[src/rtl/tpgen_pkg.sv]
// Shared types and defaults for the time-pulse / phase sequencer.
//   tpgen_state_t : sequencer states
//   tpgen_load_t  : counter load selector driven by the FSM into the divider
//   DEF_*         : default parameter values
//   cnt_width()   : register width for a counter spanning 0..n-1 (min 1 bit)
package tpgen_pkg;

    typedef enum logic [2:0] {
        ST_RESET,
        ST_GOJAM,
        ST_RUN,
        ST_STBY,
        ST_STOPPED,
        ST_STEP
    } tpgen_state_t;

    typedef enum logic [1:0] {
        LD_NONE,
        LD_CLEAR,
        LD_RUN,
        LD_STOP
    } tpgen_load_t;

    localparam int DEF_N_T         = 12;
    localparam int DEF_N_PH        = 4;
    localparam int DEF_DIV         = 2;
    localparam int DEF_GOJAM_TICKS = 4;
    localparam int DEF_FS_BITS     = 14;

    function automatic int cnt_width(input int n);
        return (n <= 2) ? 1 : $clog2(n);
    endfunction

endpackage

[src/rtl/tpgen_divider.sv]
// Clock divider / phase / time-pulse counter chain.
//   SIM_CLK, SIM_RST : clock, synchronous active-high reset
//   load_sel         : LD_CLEAR all zero, LD_RUN T-last/phase 0, LD_STOP all last
//   freeze           : hold every counter
//   clr_pt           : keep ph/tp at zero while div_cnt keeps running
//   tick, bnd        : phase tick and MCT boundary for the current cycle
//   div_nxt/ph_nxt/tp_nxt : counter values for the next cycle
module tpgen_divider
    import tpgen_pkg::*;
#(
    parameter int N_T  = DEF_N_T,
    parameter int N_PH = DEF_N_PH,
    parameter int DIV  = DEF_DIV,
    localparam int TW  = cnt_width(N_T),
    localparam int PW  = cnt_width(N_PH),
    localparam int DW  = cnt_width(DIV)
) (
    input  logic          SIM_CLK,
    input  logic          SIM_RST,
    input  tpgen_load_t   load_sel,
    input  logic          freeze,
    input  logic          clr_pt,
    output logic          tick,
    output logic          bnd,
    output logic [DW-1:0] div_nxt,
    output logic [PW-1:0] ph_nxt,
    output logic [TW-1:0] tp_nxt
);

    localparam logic [DW-1:0] DIV_LAST = DW'(DIV - 1);
    localparam logic [PW-1:0] PH_LAST  = PW'(N_PH - 1);
    localparam logic [TW-1:0] TP_LAST  = TW'(N_T - 1);

    logic [DW-1:0] div_cnt;
    logic [PW-1:0] ph;
    logic [TW-1:0] tp;

    assign tick = (div_cnt == DIV_LAST);
    assign bnd  = tick && (ph == PH_LAST) && (tp == TP_LAST);

    always_comb begin
        div_nxt = div_cnt;
        ph_nxt  = ph;
        tp_nxt  = tp;
        case (load_sel)
            LD_CLEAR: begin
                div_nxt = '0;
                ph_nxt  = '0;
                tp_nxt  = '0;
            end
            LD_RUN: begin
                div_nxt = '0;
                ph_nxt  = '0;
                tp_nxt  = TP_LAST;
            end
            LD_STOP: begin
                div_nxt = DIV_LAST;
                ph_nxt  = PH_LAST;
                tp_nxt  = TP_LAST;
            end
            default: begin
                if (!freeze) begin
                    div_nxt = tick ? '0 : div_cnt + 1'b1;
                    if (tick) begin
                        ph_nxt = (ph == PH_LAST) ? '0 : ph + 1'b1;
                        if (ph == PH_LAST)
                            tp_nxt = (tp == TP_LAST) ? '0 : tp + 1'b1;
                    end
                    if (clr_pt) begin
                        ph_nxt = '0;
                        tp_nxt = '0;
                    end
                end
            end
        endcase
    end

    always_ff @(posedge SIM_CLK) begin
        if (SIM_RST) begin
            div_cnt <= '0;
            ph      <= '0;
            tp      <= '0;
        end else begin
            div_cnt <= div_nxt;
            ph      <= ph_nxt;
            tp      <= tp_nxt;
        end
    end

endmodule

[src/rtl/tpgen_param.sv]
// Parametrised time-pulse and phase sequencer with restart, monitor
// stop/step, standby masking and optional MCT scaler.
//   SIM_CLK, SIM_RST      : clock, synchronous active-high reset
//   GOJ1, STRT            : restart requests (level)
//   SBY, MSTP             : standby / monitor stop requests (level)
//   MSTRTP                : single-MCT step pulse, honoured only when stopped
//   T, PHS                : one-hot time pulse / phase, zero when masked
//   GOJAM, STOP, STBY_ACT : state indications
//   MCT_END               : high on the last cycle of each MCT
//   FS, FS_TICK           : MCT scaler and its wrap pulse
// Build option: define TPGEN_SCALER_EN to build the scaler; otherwise
// FS and FS_TICK are constant zero.
//
// state      | meaning
// -----------+--------------------------------------------------------
// ST_RESET   | held by SIM_RST, leaves to ST_GOJAM next cycle
// ST_GOJAM   | restart: counters cleared, gj_cnt counts down on ticks
// ST_RUN     | T/PHS driven, MCT boundary picks STBY/STOPPED/RUN
// ST_STBY    | counters run, outputs masked, leaves at boundary w/o SBY
// ST_STOPPED | counters frozen at MCT end, waits for MSTRTP or !MSTP
// ST_STEP    | one MCT as in RUN, then back to STOPPED or RUN
module tpgen_param
    import tpgen_pkg::*;
#(
    parameter int N_T         = DEF_N_T,
    parameter int N_PH        = DEF_N_PH,
    parameter int DIV         = DEF_DIV,
    parameter int GOJAM_TICKS = DEF_GOJAM_TICKS,
    parameter int FS_BITS     = DEF_FS_BITS
) (
    input  logic               SIM_CLK,
    input  logic               SIM_RST,
    input  logic               GOJ1,
    input  logic               STRT,
    input  logic               SBY,
    input  logic               MSTP,
    input  logic               MSTRTP,
    output logic [N_T-1:0]     T,
    output logic [N_PH-1:0]    PHS,
    output logic               GOJAM,
    output logic               STOP,
    output logic               STBY_ACT,
    output logic               MCT_END,
    output logic [FS_BITS-1:0] FS,
    output logic               FS_TICK
);

    localparam int TW = cnt_width(N_T);
    localparam int PW = cnt_width(N_PH);
    localparam int DW = cnt_width(DIV);
    localparam int GW = cnt_width(GOJAM_TICKS + 1);

    localparam logic [DW-1:0] DIV_LAST = DW'(DIV - 1);
    localparam logic [PW-1:0] PH_LAST  = PW'(N_PH - 1);
    localparam logic [TW-1:0] TP_LAST  = TW'(N_T - 1);
    localparam logic [GW-1:0] GJ_INIT  = GW'(GOJAM_TICKS);
    localparam logic [GW-1:0] GJ_ONE   = GW'(1);

    tpgen_state_t  state, state_nxt;
    logic [GW-1:0] gj_cnt, gj_nxt;
    tpgen_load_t   load_sel;
    logic          freeze, clr_pt, go_gj;
    logic          tick, bnd;
    logic [DW-1:0] div_nxt;
    logic [PW-1:0] ph_nxt;
    logic [TW-1:0] tp_nxt;

    logic [N_T-1:0]  t_nxt;
    logic [N_PH-1:0] phs_nxt;
    logic            gojam_nxt, stop_nxt, stby_nxt, mct_end_nxt;

    tpgen_divider #(
        .N_T  (N_T),
        .N_PH (N_PH),
        .DIV  (DIV)
    ) u_div (
        .SIM_CLK  (SIM_CLK),
        .SIM_RST  (SIM_RST),
        .load_sel (load_sel),
        .freeze   (freeze),
        .clr_pt   (clr_pt),
        .tick     (tick),
        .bnd      (bnd),
        .div_nxt  (div_nxt),
        .ph_nxt   (ph_nxt),
        .tp_nxt   (tp_nxt)
    );

    always_ff @(posedge SIM_CLK) begin
        if (SIM_RST) begin
            state  <= ST_RESET;
            gj_cnt <= '0;
        end else begin
            state  <= state_nxt;
            gj_cnt <= gj_nxt;
        end
    end

    always_comb begin
        state_nxt = state;
        gj_nxt    = gj_cnt;
        load_sel  = LD_NONE;
        freeze    = 1'b0;
        clr_pt    = 1'b0;
        // Restart has priority over everything but SIM_RST, in every state.
        go_gj = GOJ1 | STRT | (state == ST_RESET)
              | ((state == ST_STBY) && bnd && !SBY);
        case (state)
            ST_GOJAM: begin
                clr_pt = 1'b1;
                if (tick) begin
                    if (gj_cnt == GJ_ONE) begin
                        state_nxt = ST_RUN;
                        load_sel  = LD_RUN;
                        gj_nxt    = '0;
                    end else begin
                        gj_nxt = gj_cnt - 1'b1;
                    end
                end
            end
            ST_RUN, ST_STEP: begin
                if (bnd) begin
                    if (SBY) begin
                        state_nxt = ST_STBY;
                    end else if (MSTP) begin
                        state_nxt = ST_STOPPED;
                        load_sel  = LD_STOP;
                    end else begin
                        state_nxt = ST_RUN;
                    end
                end
            end
            ST_STOPPED: begin
                // Leaving STOPPED lets the frozen counters wrap into T1/phase 0.
                if (MSTRTP)
                    state_nxt = ST_STEP;
                else if (!MSTP)
                    state_nxt = ST_RUN;
                else
                    freeze = 1'b1;
            end
            default: ;
        endcase
        if (go_gj) begin
            state_nxt = ST_GOJAM;
            load_sel  = LD_CLEAR;
            freeze    = 1'b0;
            clr_pt    = 1'b0;
            gj_nxt    = GJ_INIT;
        end
    end

    // Outputs are decoded from next-cycle state/counters and registered, so
    // MCT_END lands on the last cycle of the MCT rather than one late.
    always_comb begin
        t_nxt   = '0;
        phs_nxt = '0;
        if (state_nxt == ST_RUN || state_nxt == ST_STEP) begin
            t_nxt[tp_nxt]   = 1'b1;
            phs_nxt[ph_nxt] = 1'b1;
        end
        gojam_nxt   = (state_nxt == ST_RESET) || (state_nxt == ST_GOJAM);
        stop_nxt    = (state_nxt == ST_STOPPED);
        stby_nxt    = (state_nxt == ST_STBY);
        mct_end_nxt = (state_nxt == ST_RUN || state_nxt == ST_STEP
                       || state_nxt == ST_STBY)
                      && (div_nxt == DIV_LAST) && (ph_nxt == PH_LAST)
                      && (tp_nxt == TP_LAST);
    end

    always_ff @(posedge SIM_CLK) begin
        if (SIM_RST) begin
            T        <= '0;
            PHS      <= '0;
            GOJAM    <= 1'b1;
            STOP     <= 1'b0;
            STBY_ACT <= 1'b0;
            MCT_END  <= 1'b0;
        end else begin
            T        <= t_nxt;
            PHS      <= phs_nxt;
            GOJAM    <= gojam_nxt;
            STOP     <= stop_nxt;
            STBY_ACT <= stby_nxt;
            MCT_END  <= mct_end_nxt;
        end
    end

`ifdef TPGEN_SCALER_EN
    logic fs_inc;

    assign fs_inc = bnd && (state == ST_RUN || state == ST_STEP
                            || state == ST_STBY);

    always_ff @(posedge SIM_CLK) begin
        if (SIM_RST) begin
            FS      <= '0;
            FS_TICK <= 1'b0;
        end else begin
            FS_TICK <= fs_inc && (FS == '1);
            if (fs_inc)
                FS <= FS + 1'b1;
        end
    end
`else
    assign FS      = '0;
    assign FS_TICK = 1'b0;
`endif

endmodule

[config.mk]
export PLATFORM = sky130hd
export DESIGN_NAME = tpgen_param
export DESIGN_NICKNAME = d
export VERILOG_FILES = /design/src/rtl/tpgen_pkg.sv /design/src/rtl/tpgen_divider.sv /design/src/rtl/tpgen_param.sv
export SDC_FILE = /design/constraint.sdc
export NUM_CORES = 1
export LEC_CHECK = 0
export CORE_ASPECT_RATIO = 0.7
export CORE_MARGIN = 5
export CORE_UTILIZATION = 30
export DETAILED_ROUTE_END_ITERATION = 8
export DONT_BUFFER_PORTS = 1
export MAX_ROUTING_LAYER = met4
export SLEW_MARGIN = 10
export SYNTH_ARGS = -nofsm -noshare
export SYNTH_HDL_FRONTEND = slang
export SYNTH_HIERARCHICAL = 1
export SYNTH_SLANG_ARGS = --single-unit
[constraint.sdc]
create_clock -name SIM_CLK -period 4 [get_ports SIM_CLK]
set_input_delay 0.8 -clock SIM_CLK [delete_from_list [all_inputs] [get_ports SIM_CLK]]
set_output_delay 0.8 -clock SIM_CLK [all_outputs]
set_load 0.02 [all_outputs]
# == Yosys cells after proc, flatten, opt, wreduce, memory -nomap -nowiden ==
# Cells that the tools add are included.
# totals
register_bits,33
input_bits,7
output_inout_bits,35
word_cells,110
# op_classes
addsub,4
n_lt_le_gt_ge,4
eq_ne,18
muxes,44
bitwise_logic,4
reduce_logical,24
# op_table
cell,count
3-bit 2-to-1 mux,12
2-bit 2-to-1 mux,10
4-bit 2-to-1 mux,5
3-bit by 2-bit == test with 1-bit output (second input constant),4
3-bit == test (second input constant),4
1-bit 2-to-1 mux,10
2-bit OR reduction,5
3-bit by 1-bit == test with 1-bit output (second input constant),3
1-bit logical AND,9
3-bit case mux with 3 select lines,1
2-bit == test (second input constant),4
4-bit == test (second input constant),2
2-bit case mux with 2 select lines,2
4-bit case mux with 2 select lines,1
3-bit zero test,2
4-bit by 5-bit less-than comparator with 1-bit output (second input constant),1
4-bit by 1-bit adder with 4-bit output (second input constant),1
1-bit demux with 4-bit select,1
4-bit by 1-bit greater-or-equal comparator with 1-bit output (second input constant),1
2-bit AND reduction,2
2-bit nonzero test,2
1-bit logical OR,3
2-bit by 3-bit less-than comparator with 1-bit output (second input constant),1
1-bit bitwise OR,3
other kinds (9),9

# == Depth between registers and ports, before layout ==
# depth
depth_word,14
mapped_depth,16

# == Hierarchy ==
# The synthesis kept the hierarchy.
# by_module_without_submodules
mod,n_inst,cells_each,area_per_inst_um2,seq_area_each_um2
tpgen_param,1,147,1345.0,520.5
tpgen_divider,1,56,465.4,140.1

# == Worst setup path before layout ==
# OpenSTA, ideal clock, no wires.
# synth_path
path_kind,in2reg
start,in STRT
end,reg T[0]
arrival_time_ns,2.828
t_required_ns,3.908
path_slack_ns,1.080
cell_stages,9
n_path_buf,0
cell_sequence,or2_1 > a311o_1 > nor3_1 > nand3b_4 > a311oi_1 > a21oi_1 > o21bai_1 > or2_2 > nor4_1
# synth_via
elab_cells_between_ends,24
classes_between,order compare: 2; eq/ne: 5; mux: 9; bitwise: 4; reduce/logical: 4
# synth_rtl
item,line_no,source
"start, declared",tpgen_param.sv:34,"input logic STRT,"
1-bit bitwise OR * (2 in series),tpgen_param.sv:106,go_gj = GOJ1 | STRT | (state == ST_RESET)
1-bit bitwise OR *,tpgen_param.sv:107,| ((state == ST_STBY) && bnd && !SBY);
1-bit 2-to-1 mux *,tpgen_param.sv:144,if (go_gj) begin
via freeze,tpgen_param.sv:62,"logic freeze, clr_pt, go_gj;"
4-bit 2-to-1 mux *,tpgen_divider.sv:62,if (!freeze) begin
4-bit case mux with 2 select lines *,tpgen_divider.sv:45,case (load_sel)
via tp_nxt[0],tpgen_param.sv:66,logic [TW-1:0] tp_nxt;
4-bit by 5-bit less-than comparator with 1-bit output (not written as such) or 4-bit by 1-bit greater-or-equal comparator with 1-bit output (tied branches),tpgen_param.sv:159,t_nxt[tp_nxt] = 1'b1;
1-bit logical AND (not written as such),tpgen_param.sv:159,
1-bit 2-to-1 mux (not written as such),tpgen_param.sv:159,
1-bit demux with 4-bit select *,tpgen_param.sv:159,
"end signal, assigned",tpgen_param.sv:180,T <= t_nxt;
"end, declared",tpgen_param.sv:38,"output logic [N_T-1:0] T,"
# The timed path passes the listed nets; every way through them passes the cells marked *.
# A chain may end at the register's enable or synchronous reset.

# == Worst setup path after layout ==
# layout_path
start,reg u_div.ph[0]
end,reg T[0]
# layout_via
elab_cells_between_ends,33
classes_between,order compare: 2; eq/ne: 6; mux: 15; bitwise: 2; reduce/logical: 8
# layout_rtl
item,line_no,source
"start, declared",tpgen_divider.sv:35,logic [PW-1:0] ph;
"start signal, assigned",tpgen_divider.sv:85,ph <= ph_nxt;
2-bit == test *,tpgen_divider.sv:39,assign bnd = tick && (ph == PH_LAST) && (tp == TP_LAST);
1-bit logical AND * (2 in series),tpgen_divider.sv:39,
via bnd,tpgen_param.sv:63,"logic tick, bnd;"
1-bit logical AND * (2 in series),tpgen_param.sv:107,
1-bit bitwise OR *,tpgen_param.sv:107,
1-bit 2-to-1 mux *,tpgen_param.sv:144,
via freeze,tpgen_param.sv:62,
4-bit 2-to-1 mux *,tpgen_divider.sv:62,
4-bit case mux with 2 select lines *,tpgen_divider.sv:45,
via tp_nxt[0],tpgen_param.sv:66,
4-bit by 5-bit less-than comparator with 1-bit output (not written as such) or 4-bit by 1-bit greater-or-equal comparator with 1-bit output (tied branches),tpgen_param.sv:159,
1-bit logical AND (not written as such),tpgen_param.sv:159,
1-bit 2-to-1 mux (not written as such),tpgen_param.sv:159,
1-bit demux with 4-bit select *,tpgen_param.sv:159,
# Marked as above.

==> impl_metrics.xml <==
<?xml version="1.0" encoding="UTF-8"?>
<metrics>
  <group name="cts">
    <metric name="numCtsBuffers" unit="">5</metric>
    <metric name="cts_sinks" unit="">33</metric>
    <metric name="cts_hold_buffers" unit="">0</metric>
    <metric name="worst_setup_hold_path_clk_slew" unit="ns">0.07</metric>
    <metric name="cts.htree.levels" unit="">2</metric>
    <metric name="insertion_delay" unit="ns">0.28</metric>
    <metric name="clock-root-buffer" unit="">sky130_fd_sc_hd__clkbuf_8</metric>
    <metric name="tritoncts" unit="">built</metric>
    <metric name="postCtsResizedCells" unit="">0</metric>
    <metric name="clk_path_buf_depth" unit="">2</metric>
    <metric name="post-cts-setup-buffers" unit="">0</metric>
  </group>
  <group name="setup_path">
    <metric name="critPathCaptureType" unit="">flop</metric>
    <metric name="worstPathMaxFanout" unit="">7</metric>
    <metric name="crit_path_start_kind" unit="">flop</metric>
    <metric name="worstPathRequired" unit="ns">4.18</metric>
    <metric name="data_arrival_time_at_the_worst_slack_endpoint" unit="ns">3.52</metric>
    <metric name="criticalPathCategory" unit="">reg2reg</metric>
  </group>
  <group name="route">
    <metric name="wl_per_cell" unit="um">13.3</metric>
    <metric name="ant_nets" unit="">0</metric>
    <metric name="dr.first_iter.drc_count" unit="">55</metric>
    <metric name="via_per_inst" unit="">4.87</metric>
    <metric name="drt_pre_antenna_iters" unit="">4</metric>
    <metric name="drc_errors" unit="">0</metric>
    <metric name="route.vias.total" unit="">1363</metric>
    <metric name="finalWirelength" unit="mm">3.72</metric>
  </group>
  <group name="power_and_ir_drop">
    <metric name="total_power_of_the_final_layout" unit="mW">0.619</metric>
    <metric name="vdd.ir_drop.worst" unit="uV">244</metric>
    <metric name="static_power_due_to_leakage" unit="nW">0.671</metric>
    <metric name="powerDensity" unit="nW/um2">326</metric>
  </group>
  <group name="global_routing">
    <metric name="pin_count_of_the_biggest_net_entering_global_routing" unit="">28</metric>
    <metric name="overflow_left_after_global_routing" unit="">0</metric>
    <metric name="grt_pass1_vias" unit="">1264</metric>
    <metric name="gr-usage-all-layers" unit="%">10.1</metric>
    <metric name="antenna_found_initial" unit="">0</metric>
    <metric name="grt_pass1_wl" unit="mm">5.91</metric>
  </group>
  <group name="run">
    <metric name="max_cap_viol_count" unit="">0</metric>
  </group>
  <group name="timing">
    <metric name="setup_viol_count_final" unit="">0</metric>
    <metric name="slew_viol_final" unit="">0</metric>
    <metric name="fin_setup_tns" unit="ns">0</metric>
    <metric name="max-slew-margin-rel" unit="%">64.7</metric>
    <metric name="maxClockFrequency" unit="GHz">0.299</metric>
    <metric name="time_the_worst_path_needs_with_i_o_delays_and_setup" unit="ns">3.34</metric>
    <metric name="final_hold_viol_count" unit="">0</metric>
    <metric name="worst_clock_skew" unit="ns">0.00234</metric>
    <metric name="portion_of_the_clock_cycle_consumed_by_the_worst_path_in_the_final_layout" unit="%">83.5</metric>
    <metric name="rsz0062_at_grt" unit="">no</metric>
    <metric name="pin_slew_with_the_least_headroom_to_its_limit" unit="ns">0.525</metric>
  </group>
  <group name="synthesis">
    <metric name="yosys.area.top_type" unit="">sky130_fd_sc_hd__dfxtp_1</metric>
    <metric name="synth_area_leaders" unit="">sky130_fd_sc_hd__dfxtp_1, sky130_fd_sc_hd__buf_4, sky130_fd_sc_hd__nor3_1, sky130_fd_sc_hd__nand2_1, sky130_fd_sc_hd__nor2_1</metric>
    <metric name="asyncSetResetFlopFracSynth" unit="%">0</metric>
    <metric name="syn-instance-count" unit="">203</metric>
    <metric name="post_synth_num_cell_types" unit="">53</metric>
    <metric name="synth_top_family_by_area" unit="">simple AND/OR/NAND/NOR gates</metric>
    <metric name="synth_enable_flop_cells" unit="">0</metric>
    <metric name="synth_simple_gate_area_share" unit="%">32.1</metric>
    <metric name="synthXorXnorAreaFrac" unit="%">0</metric>
    <metric name="synth_mux_area_share" unit="%">2.21</metric>
    <metric name="ys.warnings.count" unit="">6</metric>
    <metric name="synth_compound_gate_area_share" unit="%">17.1</metric>
    <metric name="synthesis.area" unit="um2">1810</metric>
    <metric name="syn_avg_cell_area" unit="um2">8.92</metric>
    <metric name="ys_ff_latch" unit="">33</metric>
    <metric name="synth-main-ff-cell" unit="">sky130_fd_sc_hd__dfxtp_1</metric>
    <metric name="synth_fa_ha_area_share" unit="%">2.76</metric>
    <metric name="netlist.area_leader.share" unit="%">36.5</metric>
    <metric name="yosysSeqAreaShare" unit="%">36.5</metric>
  </group>
  <group name="floorplanning">
    <metric name="starting_density" unit="%">31.3</metric>
    <metric name="top_level_ports" unit="">42</metric>
    <metric name="number_of_placement_rows" unit="">23</metric>
    <metric name="die-width" unit="um">103</metric>
    <metric name="fp.coreArea" unit="um2">5780</metric>
    <metric name="dieArea" unit="um2">7710</metric>
    <metric name="fp.dieH" unit="um">75.0</metric>
  </group>
  <group name="final_layout">
    <metric name="fill_cells" unit="">611</metric>
    <metric name="nets" unit="">215</metric>
    <metric name="antenna_cells_inserted" unit="">0</metric>
    <metric name="layout-area-overhead-vs-synth" unit="%">5.04</metric>
    <metric name="post_route_cells_drive_above_1_share" unit="%">12.2</metric>
    <metric name="final_cell_count_without_fillers" unit="">280</metric>
    <metric name="post-route-cell-area" unit="um2">1900</metric>
  </group>
  <group name="placed_design">
    <metric name="dp.cells" unit="">272</metric>
    <metric name="dpl_cell_area" unit="um2">1820</metric>
    <metric name="io_buffers" unit="">0</metric>
    <metric name="hpwl" unit="mm">2.75</metric>
    <metric name="place_congestion" unit="">0.822</metric>
  </group>
  <group name="hold_path">
    <metric name="hold_class" unit="">reg2reg</metric>
  </group>
  <group name="outcome">
    <metric name="outcome" unit="">completed</metric>
  </group>
</metrics>
[stage by stage]
stage / hold WS, ns / worst slack (ns) / utilization [%]
after floorplan: 0.479 / 1.08 / -
after global placement: 0.498 / 0.768 / 31.4
after detailed placement: 0.499 / 0.693 / 31.4
after CTS: 0.508 / 0.663 / 32.9
after global routing: 0.529 / 0.387 / 32.9
final: 0.510 / 0.659 / 32.9
[worst max-delay path, cell delays in order (launching register included)]
cell and delay [ns]:
sky130_fd_sc_hd__dfxtp_1 0.33, sky130_fd_sc_hd__ha_1 0.26, sky130_fd_sc_hd__nand2_1 0.09, sky130_fd_sc_hd__nor3_1 0.05
sky130_fd_sc_hd__buf_4 0.16, sky130_fd_sc_hd__nor2b_1 0.16, sky130_fd_sc_hd__a311o_1 0.44, sky130_fd_sc_hd__nor3_1 0.48
sky130_fd_sc_hd__nand3b_4 0.28, sky130_fd_sc_hd__a311oi_1 0.06, sky130_fd_sc_hd__a21oi_1 0.19, sky130_fd_sc_hd__o21bai_1 0.14
sky130_fd_sc_hd__or2_2 0.35, sky130_fd_sc_hd__nor4_1 0.27
[path summary, 6_finish.rpt]
kind              cells after the start        end  slack [ns]        start
hold / removal                        2  gj_cnt[1]        0.51    gj_cnt[1]
setup / recovery                     13       T[0]        0.66  u_div/ph[0]
hold reg to reg                       2  gj_cnt[1]        0.51    gj_cnt[1]
setup reg to reg                     13       T[0]        0.66  u_div/ph[0]
[cell usage after synthesis (2+ instances only)]
cell type	count
sky130_fd_sc_hd__a21oi_1	9
sky130_fd_sc_hd__dfxtp_1	33
sky130_fd_sc_hd__o311a_1	2
sky130_fd_sc_hd__buf_4	15
sky130_fd_sc_hd__inv_1	5
sky130_fd_sc_hd__nand3b_1	2
sky130_fd_sc_hd__nor2_1	15
sky130_fd_sc_hd__or2_2	2
sky130_fd_sc_hd__nand3_1	2
sky130_fd_sc_hd__buf_2	3
sky130_fd_sc_hd__nand2b_1	7
sky130_fd_sc_hd__nor4b_1	2
sky130_fd_sc_hd__ha_1	4
sky130_fd_sc_hd__o21ai_0	5
sky130_fd_sc_hd__nor4_1	7
sky130_fd_sc_hd__or2_1	2
sky130_fd_sc_hd__o21bai_1	4
sky130_fd_sc_hd__nor4b_2	2
sky130_fd_sc_hd__nor3_1	14
sky130_fd_sc_hd__nor4_2	2
sky130_fd_sc_hd__a311oi_1	2
sky130_fd_sc_hd__o21ai_1	4
sky130_fd_sc_hd__and2b_1	2
sky130_fd_sc_hd__clkbuf_1	2
sky130_fd_sc_hd__nor2b_1	8
sky130_fd_sc_hd__mux2i_1	4
sky130_fd_sc_hd__nand2_1	16
sky130_fd_sc_hd__and3_1	3
[sequential cells by signal, summed over array words and instances, names as in the netlist]
register and count:
STOP 1, state 3, STBY_ACT 1, u_div/tick 1, u_div/tp 4, PHS 4, T 12, GOJAM 1
gj_cnt 3, u_div/ph 2, MCT_END 1
[layout by cell type, fill, tap and decap left out, types with 2 or more instances in the layout]
master | Yosys | layout
sky130_fd_sc_hd__nand3b_1 | 2 | 2
sky130_fd_sc_hd__nor4b_1 | 2 | 2
sky130_fd_sc_hd__dfxtp_1 | 33 | 33
sky130_fd_sc_hd__nand2_1 | 16 | 16
sky130_fd_sc_hd__nand2b_1 | 7 | 7
sky130_fd_sc_hd__o21ai_1 | 4 | 4
sky130_fd_sc_hd__a311oi_1 | 2 | 2
sky130_fd_sc_hd__inv_1 | 5 | 5
sky130_fd_sc_hd__nand3_1 | 2 | 2
sky130_fd_sc_hd__nor2b_1 | 8 | 8
sky130_fd_sc_hd__clkbuf_1 | 2 | 2
sky130_fd_sc_hd__ha_1 | 4 | 4
sky130_fd_sc_hd__o311a_1 | 2 | 2
sky130_fd_sc_hd__nor3_1 | 14 | 14
sky130_fd_sc_hd__nor4_2 | 2 | 2
sky130_fd_sc_hd__nor2_1 | 15 | 15
sky130_fd_sc_hd__nor4_1 | 7 | 7
sky130_fd_sc_hd__conb_1 | 1 | 15
sky130_fd_sc_hd__o21bai_1 | 4 | 4
sky130_fd_sc_hd__and2b_1 | 2 | 2
sky130_fd_sc_hd__a21oi_1 | 9 | 9
sky130_fd_sc_hd__or2_1 | 2 | 2
sky130_fd_sc_hd__nor4b_2 | 2 | 2
sky130_fd_sc_hd__o21ai_0 | 5 | 5
sky130_fd_sc_hd__and3_1 | 3 | 3
sky130_fd_sc_hd__mux2i_1 | 4 | 4
sky130_fd_sc_hd__or2_2 | 2 | 2
sky130_fd_sc_hd__clkbuf_8 | 0 | 5
[metal layers]
layer / track usage [%] / part of all wire [%] / vias up
met5: - / 0 / -
met4: 3.45 / 0.62 / 0
met3: 3.06 / 4.7 / 2
met2: 14.9 / 43 / 37
met1: 13.3 / 52 / 620
li1: - / - / 704
[area by class of cell]
class,instances,area (um2),share of cell area [%]
Multi-Input combinational cell,158,1040,54.5
Sequential cell,33,661,34.7
Tap cell,75,93.8,4.93
Clock buffer,7,76.3,4.01
Inverter,5,18.8,0.987
Clock inverter,1,7.51,0.395
Timing Repair Buffer,1,7.51,0.395
[report_power, final]
| group | total, mW | internal, mW | leakage, nW | switching (mW) |
|---|---|---|---|---|
| clock | 0.242 | 0.123 | 0.0385 | 0.119 |
| sequential | 0.338 | 0.331 | 0.267 | 0.00659 |
| combinational | 0.0397 | 0.0120 | 0.365 | 0.0277 |
[cell families after synthesis]
family,count (synthesis)
adders and majority gates,4
buffers and inverters,26
and+or+nand+nor,95
other,1
DFF,33
AOI/OAI and AO/OA,40
muxes,4
Note: power is estimated with default switching activity, not from simulation.
